[src/rtl/if_prefetch.sv]
// if_prefetch: sequential instruction fetch with a prefetch FIFO.
// Fetches run ahead of decode over a classic Wishbone master port. Each
// fetched word is queued together with its PC. A redirect flushes the queue
// and restarts fetch; a bus cycle already in flight is allowed to finish
// and its data is thrown away.
// Optional build macro IF_PREFETCH_ERR_EN adds wb_err_i / inst_fault.
module if_prefetch #(
    parameter int ADDR_WIDTH = 32,
    parameter int DATA_WIDTH = 32,
    parameter int FIFO_DEPTH = 4,
    parameter logic [ADDR_WIDTH-1:0] PC_RESET = ADDR_WIDTH'(32'h8000_0000)
) (
    input  logic                    clk,
    input  logic                    reset_n,
    input  logic                    redirect_valid,
    input  logic [ADDR_WIDTH-1:0]   redirect_pc,
    output logic                    inst_valid,
    input  logic                    inst_ready,
    output logic [DATA_WIDTH-1:0]   inst_data,
    output logic [ADDR_WIDTH-1:0]   inst_pc,
    output logic                    wb_cyc_o,
    output logic                    wb_stb_o,
    input  logic                    wb_ack_i,
    output logic [ADDR_WIDTH-1:0]   wb_adr_o,
    output logic [DATA_WIDTH-1:0]   wb_dat_o,
    input  logic [DATA_WIDTH-1:0]   wb_dat_i,
    output logic [DATA_WIDTH/8-1:0] wb_sel_o,
`ifdef IF_PREFETCH_ERR_EN
    input  logic                    wb_err_i,
    output logic                    inst_fault,
`endif
    output logic                    wb_we_o
);
    localparam int BYTES = DATA_WIDTH / 8;
    localparam int PW    = $clog2(FIFO_DEPTH);
    localparam logic [ADDR_WIDTH-1:0] ALIGN_MASK = ~ADDR_WIDTH'(BYTES - 1);

    localparam logic [1:0] IDLE = 2'd0;
    localparam logic [1:0] REQ  = 2'd1;
    localparam logic [1:0] DROP = 2'd2;

    logic [1:0]            state;
    logic [ADDR_WIDTH-1:0] fetch_pc;
    logic                  halted;     // set after a faulting fetch, cleared by redirect
    logic                  bus_err;
    logic                  bus_term;
    logic                  push;
    logic                  pop;
    logic [DATA_WIDTH-1:0] push_data;

    logic [DATA_WIDTH-1:0] mem_data [FIFO_DEPTH];
    logic [ADDR_WIDTH-1:0] mem_pc   [FIFO_DEPTH];
    logic [PW-1:0]         rd_ptr;
    logic [PW-1:0]         wr_ptr;
    logic [PW:0]           count;

`ifdef IF_PREFETCH_ERR_EN
    logic                  mem_fault [FIFO_DEPTH];
    assign bus_err = wb_err_i;
`else
    assign bus_err = 1'b0;
`endif

    assign bus_term  = wb_ack_i | bus_err;
    // Only a live request (not one being dropped) lands in the FIFO.
    assign push      = (state == REQ) && bus_term && !redirect_valid;
    assign pop       = inst_valid && inst_ready;
    assign push_data = bus_err ? '0 : wb_dat_i;

    assign wb_dat_o   = '0;
    assign wb_we_o    = 1'b0;
    assign inst_valid = (count != '0);
    assign inst_data  = mem_data[rd_ptr];
    assign inst_pc    = mem_pc[rd_ptr];
`ifdef IF_PREFETCH_ERR_EN
    assign inst_fault = mem_fault[rd_ptr];
`endif

    // Fetch FSM: issues one request at a time, drops data after a redirect.
    always_ff @(posedge clk) begin
        if (!reset_n) begin
            state    <= IDLE;
            fetch_pc <= PC_RESET;
            halted   <= 1'b0;
            wb_cyc_o <= 1'b0;
            wb_stb_o <= 1'b0;
            wb_adr_o <= '0;
            wb_sel_o <= '0;
        end else begin
            if (redirect_valid)
                fetch_pc <= redirect_pc & ALIGN_MASK;
            case (state)
                IDLE: begin
                    if (!redirect_valid && !halted && count < (PW+1)'(FIFO_DEPTH)) begin
                        wb_cyc_o <= 1'b1;
                        wb_stb_o <= 1'b1;
                        wb_adr_o <= fetch_pc;
                        wb_sel_o <= '1;
                        state    <= REQ;
                    end
                end
                REQ: begin
                    if (bus_term) begin
                        wb_cyc_o <= 1'b0;
                        wb_stb_o <= 1'b0;
                        wb_sel_o <= '0;
                        state    <= IDLE;
                        if (!redirect_valid) begin
                            if (bus_err) halted   <= 1'b1;
                            else         fetch_pc <= fetch_pc + ADDR_WIDTH'(BYTES);
                        end
                    end else if (redirect_valid) begin
                        // Wishbone cycles cannot be aborted: finish it and discard.
                        state <= DROP;
                    end
                end
                DROP: begin
                    if (bus_term) begin
                        wb_cyc_o <= 1'b0;
                        wb_stb_o <= 1'b0;
                        wb_sel_o <= '0;
                        state    <= IDLE;
                    end
                end
                default: state <= IDLE;
            endcase
            if (redirect_valid)
                halted <= 1'b0;
        end
    end

    // FIFO pointers and occupancy; redirect empties the queue outright.
    always_ff @(posedge clk) begin
        if (!reset_n || redirect_valid) begin
            rd_ptr <= '0;
            wr_ptr <= '0;
            count  <= '0;
        end else begin
            if (push) wr_ptr <= wr_ptr + 1'b1;
            if (pop)  rd_ptr <= rd_ptr + 1'b1;
            case ({push, pop})
                2'b10:   count <= count + 1'b1;
                2'b01:   count <= count - 1'b1;
                default: count <= count;
            endcase
        end
    end

    // FIFO storage; contents need no reset since occupancy gates visibility.
    always_ff @(posedge clk) begin
        if (push) begin
            mem_data[wr_ptr]  <= push_data;
            mem_pc[wr_ptr]    <= wb_adr_o;
`ifdef IF_PREFETCH_ERR_EN
            mem_fault[wr_ptr] <= bus_err;
`endif
        end
    end
endmodule

[config.mk]
export PLATFORM = sky130hd
export DESIGN_NAME = if_prefetch
export DESIGN_NICKNAME = d
export VERILOG_FILES = /design/src/rtl/if_prefetch.sv
export SDC_FILE = /design/constraint.sdc
export NUM_CORES = 1
export LEC_CHECK = 0
export CORE_UTILIZATION = 50
export CTS_CLUSTER_DIAMETER = 60
export DETAILED_ROUTE_END_ITERATION = 8
export PLACE_DENSITY = 0.84
export REMOVE_ABC_BUFFERS = 1
export SYNTH_ARGS = -nofsm -noshare
export SYNTH_HDL_FRONTEND = slang
export SYNTH_SLANG_ARGS = --single-unit
[constraint.sdc]
create_clock -name clk -period 8.3 [get_ports clk]
set_clock_uncertainty 0.15 [all_clocks]
set_input_delay 0.83 -clock clk [delete_from_list [all_inputs] [get_ports clk]]
set_output_delay 0.83 -clock clk [all_outputs]
set_load 0.01 [all_outputs]
==> flow_metrics.env <==
export IMPL_clk_pin_slew_ps=60
export IMPL_fin_util_pct=62.4
export IMPL_syn_inst=824
export IMPL_worst_setup_path_start_kind="flop"
export IMPL_post_cts_setup_buffer_count=0
export IMPL_hpwl_um=15500
export IMPL_report_power_total_mw=3.46
export IMPL_ys_top_cells_by_area="edfxtp_1, dfxtp_1, mux4_2"
export IMPL_setup_viol=0
export IMPL_synth_cell_types=49
export IMPL_fillCellCount=1816
export IMPL_post_cts_resized=0
export IMPL_cap_violations=0
export IMPL_cts_hold_buffers=0
export IMPL_hp_class="flop to flop"
export IMPL_crit_chain="buf_4 -> mux4_2 -> clkdlybuf4s50_1"
export IMPL_async_reset_ff_share_pct=0
export IMPL_vias=7472
export IMPL_grt_max_degree=65
export IMPL_fp_dieW_um=164
export IMPL_dp_slack_ps=4590
export IMPL_area_growth_pct=21.1
export IMPL_grt_setup_unrepaired="no"
export IMPL_vdd_drop_max_mv=0.144
export IMPL_grt_pass1_wl_um=40300
export IMPL_p_int_mw=2.72
export IMPL_seq_area_mm2=0.00922
export IMPL_clockRootBuffer="clkbuf_16"
export IMPL_antenna_cells=0
export IMPL_comb_power_share_pct=6.5
export IMPL_postLayoutCellArea_mm2=0.0159
export IMPL_start_util_pct=51.5
export IMPL_io_buffers=169
export IMPL_power_frac_clock_pct=39.7
export IMPL_cp_num_buf_inv=2
export IMPL_core_area_mm2=0.0255
export IMPL_layout_cells_most_common="edfxtp_1"
export IMPL_p_sw_uw=746
export IMPL_avgSynthCellArea_um2=15.9
export IMPL_place_gp_congestion=0.836
export IMPL_hold_violations=0
export IMPL_fp_row_count=58
export IMPL_switching_share_pct=21.5
export IMPL_vias_per_cell=5.60
export IMPL_finalWorstSetupSlack_ps=4190
export IMPL_final_cell_mix="edfxtp_1, clkdlybuf4s50_1, nand2_1"
export IMPL_max_stage_delay_ps=770
export IMPL_drive_gt1_share_pct=12.4
export IMPL_synth_top_area_share_pct=58.6
export IMPL_drcViolationCount=0
export IMPL_multiInputGateArea_mm2=0.00349
export IMPL_grt_pass1_vias=7437
export IMPL_final_setup_tns_ps=0
export IMPL_cp_max_fo=36
export IMPL_worstSetupPathType="flop to output port"
export IMPL_drt_wl_total_um=26100
export IMPL_die_height_um=164
export IMPL_whs_ps=299
export IMPL_die_area_mm2=0.0269
export IMPL_worstPathArrival_ps=3130
export IMPL_end_kind="output port"
export IMPL_power_density_mw_per_mm2=218
export IMPL_netlist_area_mm2=0.0131
export IMPL_slew_headroom_pct=29.5
export IMPL_p_leak_nw=5.08
export IMPL_place_area_mm2=0.0149
export IMPL_status="complete, no violations"
export IMPL_r2r_slack_ps=5530
export IMPL_cp_required_ps=7320
export IMPL_ys_seq_area_share_pct=70.1
export IMPL_antenna_left=0
export IMPL_synth_edf_count=256
export IMPL_worstMarginPinSlew_ps=1060
export IMPL_grt_util_all_layers_pct=19.6
export IMPL_finalCritPeriodShare_pct=49.5
export IMPL_yosys_warnings=0
export IMPL_first_pass_iters=5
export IMPL_htreeDepth=2
export IMPL_drv_slew=0
export IMPL_cp_slowest_cell="dfxtp_4"
export IMPL_seqPwrFrac_pct=53.8
export IMPL_critPathTopFamily="buffers and inverters"
export IMPL_insertion_delay_ps=500
export IMPL_max_freq_ghz=0.243
export IMPL_drt_iter0_markers=732
export IMPL_post_place_cells=1275
export IMPL_ios=205
export IMPL_cts_sinks=332
export IMPL_tritoncts="yes"
export IMPL_finalNetCount=1061
export IMPL_ys_ff_latch=332
export IMPL_fin_cells=1334
export IMPL_clockBufferDepth=3
export IMPL_yosysTopAreaCell="edfxtp_1"
export IMPL_synthFlopType="edfxtp_1"
export IMPL_timing_final_crit_period_ps=4110
export IMPL_antenna_found_initial=0
export IMPL_cts_made_buffers=34
export IMPL_wl_per_cell_um=19.5
export IMPL_grt_overflow=0
final timing paths:
kind               startpoint              end  cells after the start
setup / recovery         flop      inst_pc[27]                      3
hold / removal    fetch_pc[0]      wb_adr_o[0]                      2
setup reg to reg     state[1]  mem_data[3][18]                      5
hold reg to reg   fetch_pc[0]      wb_adr_o[0]                      2
area by class of cell:
type	instances	share of cell area, %
Clock inverter	18	0.559
Timing Repair Buffer	175	10.9
Multi-Input combinational cell	424	21.9
Sequential cell	332	58.0
Clock buffer	41	5.71
Tap cell	330	2.60
Inverter	14	0.330
power groups by stage:
stage               clock network [mW]  registers (mW)  logic, mW
finish                            1.37            1.86      0.226
global route                      1.47            1.87      0.245
CTS                               1.40            1.86      0.228
detailed placement                   0            1.90      0.225
global placement                     0            1.90      0.222
floorplan                            0            1.90     0.0950
state kept, by name, summed over array words and instances, names as in the netlist, named ones only:
signal and cells:
rd_ptr 2, count 3, fetch_pc 32, wb_sel_o 1
mem_data 128, mem_pc 128, wr_ptr 2, wb_adr_o 32
state 2
Yosys cell counts (2+ instances only):
cell type and count:
nor2_1 22, or4_1 5, or3_1 8, nand3_1 13, nor3b_1 2, buf_6 3, a21oi_1 42, o21ai_0 26
nand2_1 82, dfxtp_1 76, a211oi_1 6, a311oi_1 6, buf_4 39, inv_1 13, a31oi_1 10, nand4_1 17
a211o_1 2, buf_2 14, and2_1 10, nor2b_1 5, ha_1 10, nor4_1 5, o31a_1 2, o31ai_1 4
xnor2_1 4, xor2_1 11, and4_1 10, clkbuf_1 29, edfxtp_1 256, mux4_2 64, o21a_1 2, and3_1 6
nor3_1 4
worst reg2reg max path: stages, from the launching register on:
cell	delay, ps
dfxtp_1	350
inv_1	90
ha_1	320
nand2_4	140
nor2_1	350
and2_4	840
kinds of logic after synthesis:
group | Yosys count | synth area share, %
muxes | 65 | 11.1
AOI/OAI and AO/OA | 105 | 4.80
adders and majority gates | 11 | 1.11
and+or+nand+nor | 195 | 7.57
other | 1 | 0.0286
buffers and inverters | 100 | 4.29
xor gates and xnor gates | 15 | 1.00
DFF | 332 | 70.1
metal layers:
metal | share of wire [%] | global-route usage, % | routed length [um]
met1 | 43 | 26.5 | 11100
met2 | 48 | 32.2 | 12400
met3 | 7.2 | 3.59 | 1870
met4 | 2.5 | 6.78 | 657
met5 | 0 | 0 | 0
Power figures use the tool's default switching activity.
